===== src/rtl/maze_solver_if.sv =====
// Maze memory bus: the solver addresses one cell per cycle and either reads
// its wall/visited bit combinationally or writes a visited mark on the clock.
interface maze_solver_if;
  logic [3:0] X;
  logic [3:0] Y;
  logic       RD;
  logic       WR;
  logic       D_in;
  logic       D_out;

  modport master (
    output X,
    output Y,
    output RD,
    output WR,
    output D_in,
    input  D_out
  );

  modport slave (
    input  X,
    input  Y,
    input  RD,
    input  WR,
    input  D_in,
    output D_out
  );
endinterface


===== src/rtl/maze_solver.sv =====
// Depth-first maze solver. Walks the 16x16 maze memory from START to GOAL,
// marking every entered cell as visited and keeping the current path on an
// internal stack that can be read back by index once the goal is found.
module maze_solver #(
  parameter logic [3:0] START_X = 4'd0,
  parameter logic [3:0] START_Y = 4'd0,
  parameter logic [3:0] GOAL_X  = 4'd15,
  parameter logic [3:0] GOAL_Y  = 4'd15
) (
  input  logic                clk,
  input  logic                rst_n,
  maze_solver_if.master       mem,
  input  logic                start,
  output logic                busy,
  output logic                done,
  output logic                fail,
  output logic [8:0]          path_len,
  input  logic [7:0]          path_idx,
  output logic [3:0]          path_x,
  output logic [3:0]          path_y
);

  typedef enum logic [2:0] {
    S_IDLE,
    S_INIT,
    S_MARK,
    S_CHECK,
    S_BACK,
    S_DONE,
    S_FAIL
  } state_t;

  state_t     state_reg, state_next;
  logic [3:0] cur_x_reg, cur_x_next;
  logic [3:0] cur_y_reg, cur_y_next;
  logic [1:0] dir_reg, dir_next;
  logic [8:0] sp_reg, sp_next;
  logic       push_en;

  // Path stack entries are {x, y}; read asynchronously for backtracking and
  // for the combinational path readout.
  logic [7:0] stack_mem [0:255];
  logic [7:0] bt_addr;
  logic [7:0] bt_entry;
  logic [7:0] rd_entry;

  logic [3:0] nb_x;
  logic [3:0] nb_y;
  logic       nb_oob;

  assign bt_addr  = sp_reg[7:0] - 8'd2;
  assign bt_entry = stack_mem[bt_addr];
  assign rd_entry = stack_mem[path_idx];
  assign path_x   = rd_entry[7:4];
  assign path_y   = rd_entry[3:0];

  // Neighbor of the current cell in the direction being tried; edges of the
  // grid are flagged rather than wrapped so the address never aliases.
  always_comb begin
    nb_x   = cur_x_reg;
    nb_y   = cur_y_reg;
    nb_oob = 1'b0;
    case (dir_reg)
      2'd0: if (cur_x_reg == 4'd15) nb_oob = 1'b1; else nb_x = cur_x_reg + 4'd1;
      2'd1: if (cur_y_reg == 4'd15) nb_oob = 1'b1; else nb_y = cur_y_reg + 4'd1;
      2'd2: if (cur_x_reg == 4'd0)  nb_oob = 1'b1; else nb_x = cur_x_reg - 4'd1;
      default: if (cur_y_reg == 4'd0) nb_oob = 1'b1; else nb_y = cur_y_reg - 4'd1;
    endcase
  end

  // State and search-position registers.
  always_ff @(posedge clk or negedge rst_n) begin
    if (!rst_n) begin
      state_reg <= S_IDLE;
      cur_x_reg <= 4'd0;
      cur_y_reg <= 4'd0;
      dir_reg   <= 2'd0;
      sp_reg    <= 9'd0;
    end else begin
      state_reg <= state_next;
      cur_x_reg <= cur_x_next;
      cur_y_reg <= cur_y_next;
      dir_reg   <= dir_next;
      sp_reg    <= sp_next;
    end
  end

  // Push the current cell when it is marked; storage needs no reset since
  // only entries below sp are ever meaningful.
  always_ff @(posedge clk) begin
    if (push_en) begin
      stack_mem[sp_reg[7:0]] <= {cur_x_reg, cur_y_reg};
    end
  end

  // Next-state logic and memory-bus drive for the search.
  always_comb begin
    state_next = state_reg;
    cur_x_next = cur_x_reg;
    cur_y_next = cur_y_reg;
    dir_next   = dir_reg;
    sp_next    = sp_reg;
    push_en    = 1'b0;
    mem.X      = 4'd0;
    mem.Y      = 4'd0;
    mem.RD     = 1'b0;
    mem.WR     = 1'b0;
    mem.D_in   = 1'b0;

    case (state_reg)
      S_IDLE, S_DONE, S_FAIL: begin
        if (start) begin
          cur_x_next = START_X;
          cur_y_next = START_Y;
          sp_next    = 9'd0;
          state_next = S_INIT;
        end
      end

      S_INIT: begin
        mem.X  = cur_x_reg;
        mem.Y  = cur_y_reg;
        mem.RD = 1'b1;
        state_next = mem.D_out ? S_FAIL : S_MARK;
      end

      S_MARK: begin
        mem.X    = cur_x_reg;
        mem.Y    = cur_y_reg;
        mem.WR   = 1'b1;
        mem.D_in = 1'b1;
        push_en  = 1'b1;
        sp_next  = sp_reg + 9'd1;
        if (cur_x_reg == GOAL_X && cur_y_reg == GOAL_Y) begin
          state_next = S_DONE;
        end else begin
          dir_next   = 2'd0;
          state_next = S_CHECK;
        end
      end

      S_CHECK: begin
        if (!nb_oob) begin
          mem.X  = nb_x;
          mem.Y  = nb_y;
          mem.RD = 1'b1;
        end
        if (!nb_oob && !mem.D_out) begin
          cur_x_next = nb_x;
          cur_y_next = nb_y;
          state_next = S_MARK;
        end else if (dir_reg != 2'd3) begin
          dir_next = dir_reg + 2'd1;
        end else begin
          state_next = S_BACK;
        end
      end

      S_BACK: begin
        // Returning to the previous cell restarts at dir 0: every neighbor
        // already tried is marked and simply reads back as blocked.
        if (sp_reg == 9'd1) begin
          state_next = S_FAIL;
        end else begin
          sp_next    = sp_reg - 9'd1;
          cur_x_next = bt_entry[7:4];
          cur_y_next = bt_entry[3:0];
          dir_next   = 2'd0;
          state_next = S_CHECK;
        end
      end

      default: state_next = S_IDLE;
    endcase
  end

  // Status outputs decoded from the state.
  always_comb begin
    busy     = (state_reg == S_INIT) || (state_reg == S_MARK) ||
               (state_reg == S_CHECK) || (state_reg == S_BACK);
    done     = (state_reg == S_DONE);
    fail     = (state_reg == S_FAIL);
    path_len = (state_reg == S_DONE) ? sp_reg : 9'd0;
  end

endmodule


===== src/flat_wrapper.sv =====
// flat-port wrapper written by rule: the top's interface ports become plain ports
module maze_solver_flat 
#(
  parameter logic [3:0] START_X = 4'd0,
  parameter logic [3:0] START_Y = 4'd0,
  parameter logic [3:0] GOAL_X  = 4'd15,
  parameter logic [3:0] GOAL_Y  = 4'd15
)
  (clk, rst_n, start, busy, done, fail, path_len, path_idx, path_x, path_y, mem_X, mem_Y, mem_RD, mem_WR, mem_D_in, mem_D_out);
  maze_solver_if mem_i ();
  input  logic clk;
  input  logic rst_n;
  input  logic start;
  output logic busy;
  output logic done;
  output logic fail;
  output logic [8:0] path_len;
  input  logic [7:0] path_idx;
  output logic [3:0] path_x;
  output logic [3:0] path_y;
  output wire logic [$bits(mem_i.X)-1:0] mem_X;
  output wire logic [$bits(mem_i.Y)-1:0] mem_Y;
  output wire logic [$bits(mem_i.RD)-1:0] mem_RD;
  output wire logic [$bits(mem_i.WR)-1:0] mem_WR;
  output wire logic [$bits(mem_i.D_in)-1:0] mem_D_in;
  input wire logic [$bits(mem_i.D_out)-1:0] mem_D_out;
  assign mem_X = mem_i.X;
  assign mem_Y = mem_i.Y;
  assign mem_RD = mem_i.RD;
  assign mem_WR = mem_i.WR;
  assign mem_D_in = mem_i.D_in;
  assign mem_i.D_out = mem_D_out;
  maze_solver #(.START_X(START_X), .START_Y(START_Y), .GOAL_X(GOAL_X), .GOAL_Y(GOAL_Y)) u_core (.clk(clk), .rst_n(rst_n), .mem(mem_i), .start(start), .busy(busy), .done(done), .fail(fail), .path_len(path_len), .path_idx(path_idx), .path_x(path_x), .path_y(path_y));
endmodule

===== config.mk =====
export PLATFORM = sky130hd
export DESIGN_NAME = maze_solver_flat
export DESIGN_NICKNAME = d
export VERILOG_FILES = /design/src/rtl/maze_solver_if.sv /design/src/rtl/maze_solver.sv /design/src/flat_wrapper.sv
export SDC_FILE = /design/constraint.sdc
export NUM_CORES = 2
export LEC_CHECK = 0
export CAP_MARGIN = 5
export CORE_MARGIN = 2
export CORE_UTILIZATION = 30
export CTS_BUF_LIST = sky130_fd_sc_hd__clkbuf_4 sky130_fd_sc_hd__clkbuf_8
export DETAILED_ROUTE_END_ITERATION = 6
export PLACE_DENSITY_LB_ADDON = 0.2
export SETUP_SLACK_MARGIN = 0.2
export SYNTH_ARGS = -nofsm -noshare
export SYNTH_HDL_FRONTEND = slang
export SYNTH_SLANG_ARGS = --single-unit

===== constraint.sdc =====
create_clock -name clk -period 7.2 [get_ports clk]
set_clock_uncertainty 0.15 [all_clocks]
set_input_delay 1.44 -clock clk [delete_from_list [all_inputs] [get_ports clk]]
set_output_delay 1.44 -clock clk [all_outputs]
set_load 0.005 [all_outputs]

==> flow_summary.toml <==
[run_status]
outcome = "complete, no violations"

[worst_setup_path]
crit_cells = 10
r2r_cells = 9
crit_type = "in -> out"
worstPathMaxFanout = 20
crit_slowest_cell = "mux4_2"
max_stage_delay_ns = 0.58
cp_top_family = "multiplexers"
worstPathCellList = "buf_8 > buf_12 > buf_12 > mux4_2 > mux4_2 > mux4_2 > a22oi_1 > buf_4 > nand2_1 > clkdlybuf4s50_1"
cp-end-kind = "output pin"
crit_required_ns = 5.61
cpMostUsedCell = "mux4_2"
worstPathArrival_ns = 5.27
cp_num_buf_inv = 5
start_kind = "input pin"

[power_and_ir_drop]
ir_worst_vdd_mv = 0.512
total_leakage_power_uw = 0.0347
p_per_area_mw_per_mm2 = 373

[drt]
finalWirelength_um = 342000
first_pass_iters = 6
ant_nets = 0
route.detailed.drc = 0
drtIter0Drc = 6795
vias_per_cell = 5.76
vias = 56400
wl_per_cell_um = 34.9

[clock_network]
clock_path_buffers = 4
cts_inserted_buffers = 370
cts_tree = "built"
post-cts-setup-buffers = 0
cts_resized = 0
h-tree-depth = 5
clkSlewWorstSetupHoldPaths_ns = 0.06
holdBufCountCts = 0
clk_latency_ns = 1.04
cts_sinks = 2070
clockRootBuffer = "clkbuf_8"

[grt]
grt_max_degree = 199
antenna_found_initial = 22
overflow = 0
grt_pass1_wl_um = 475000
track_usage_pct = 20.3
grt_pass1_vias = 57300

[synthesis]
synthArstFlopShare_pct = 1.06
synth_top_area_cell = "edfxtp_1"
synth_edf_count = 2048
synth_cell_types = 68
yosys-top-cells-count = "2048 x edfxtp_1, 1254 x mux4_2, 322 x nor2_1, 202 x nand2_1, 179 x clkbuf_1"
synth_cells = 4786
ys_seq_area_share_pct = 63.3
synth_ff_type = "edfxtp_1"
netlist_top_cells_area = "edfxtp_1 63%, mux4_2 29%, nor2_1 1.2%"
syn_avg_cell_area_um2 = 20.5
yosysMostFrequentCell = "edfxtp_1"
syn_area_mm2 = 0.0980
synth_warnings = 0
syn_nets = 4814
yosysTopAreaCellShare_pct = 62.8
synth.ff_latch_count = 2070

[floorplan]
die_w_um = 575
die_y_um = 575
num_io_pins = 43
rows = 209
die-area_mm2 = 0.331
core_area_mm2 = 0.325
start_util_pct = 30.2

[finish]
drive_gt1_share_pct = 41.3
largest_reg_flops = 2048
fill_cells = 30200
synthToLayoutAreaGrowth_pct = 15.2
finalNonFillerCells = 9799
regArea_mm2 = 0.0621
post-route-util_pct = 34.8
nNetsFinal = 5207
multi_input_area_mm2 = 0.0340

[timing]
rsz0062_at_grt = "false"
hold_viol = 0
clock.fmax_ghz = 0.146
relSlewSlack_pct = 9.86
final.period_utilization_pct = 95.2
setup-tns-final_ns = 0
slew_violations = 0
setup_viol = 0
worst_slew_pin_slew_ns = 1.34
timing.final.crit_period_ns = 6.86

[hold_path]
hold_class = "reg -> reg"
hold_depth = 2

[placed_design]
portBuffers = 42
place_hpwl_um = 221000
dpl.cell_count = 9131
place_congestion = 0.845

[flow_run]
maxCapViolations = 0
-- worst min-delay path: stages (launching register included) --
cell	delay, ns
dfrtp_1	0.40
nand2_1	0.06
o21ai_0	0.07
-- final timing paths --
check,slack [ns],startpoint,to
setup / recovery,0.34,path_idx[0],path_y[0]
hold / removal,0.42,u_core.dir_reg[1],u_core.dir_reg[1]
max in group asynchronous,5.92,rst_n,u_core.sp_reg[1]
setup reg to reg,1.50,u_core.sp_reg[1],u_core.cur_x_reg[1]
min in group asynchronous,0.65,rst_n,u_core.sp_reg[8]
hold reg to reg,0.42,u_core.dir_reg[1],u_core.dir_reg[1]
-- cell families after synthesis --
logic type | synth area share (%)
compound gates | 1.85
mux | 29.2
simple gates | 3.17
buf+inv | 2.11
xor+xnor | 0.106
flops | 63.3
fa+ha+maj | 0.215
-- where the power goes --
part           switching [uW]  leakage [uW]  internal [uW]
clock                    5130       0.00389           6160
combinational           10300        0.0118           5390
sequential                562        0.0190          14500
total                   16000        0.0347          26000
-- routing by layer --
metal / share of wire (%) / GRT usage, % / up-vias
met5: 0.030 / 0.201 / -
met4: 3.6 / 6.91 / 4
met3: 7.7 / 3.86 / 564
met2: 48 / 32.6 / 3079
met1: 41 / 27.8 / 31100
li1: - / - / 21700
-- final cells by class --
type,instances,share of cell area [%]
inverter,19,0.0632
multi-input combinational,2295,30.1
clock inverter,168,1.18
sequential,2070,55.0
clock buffer,485,5.35
timing repair buffer,423,3.45
tap,4325,4.80
antenna,14,0.0310
-- cells in the final DEF (no fill, tap or decap), types with 29 or more instances in the layout --
master              n
clkinv_2           43
clkbuf_8          384
edfxtp_1         2048
buf_12             48
clkbuf_4          102
clkdlybuf4s50_1    36
mux2i_1            29
nor3_1             41
o21ai_0            42
a21oi_1            37
mux4_2           1254
nand3_1            29
nor2_1            320
clkinv_1           86
a211oi_1           34
buf_4             333
nand2_1           202
-- metrics by stage --
stage	instance area [um2]	power, uW	setup WS, ns	hold WS, ns
finish	113000	42100	0.342	0.417
global route	113000	43400	0.267	0.456
CTS	113000	42300	0.224	0.414
detailed placement	105000	31000	0.229	0.401
global placement	105000	31000	0.188	0.380
floorplan	98000	24000	0.243	0.302
Note: power is estimated with default switching activity, not from simulation.
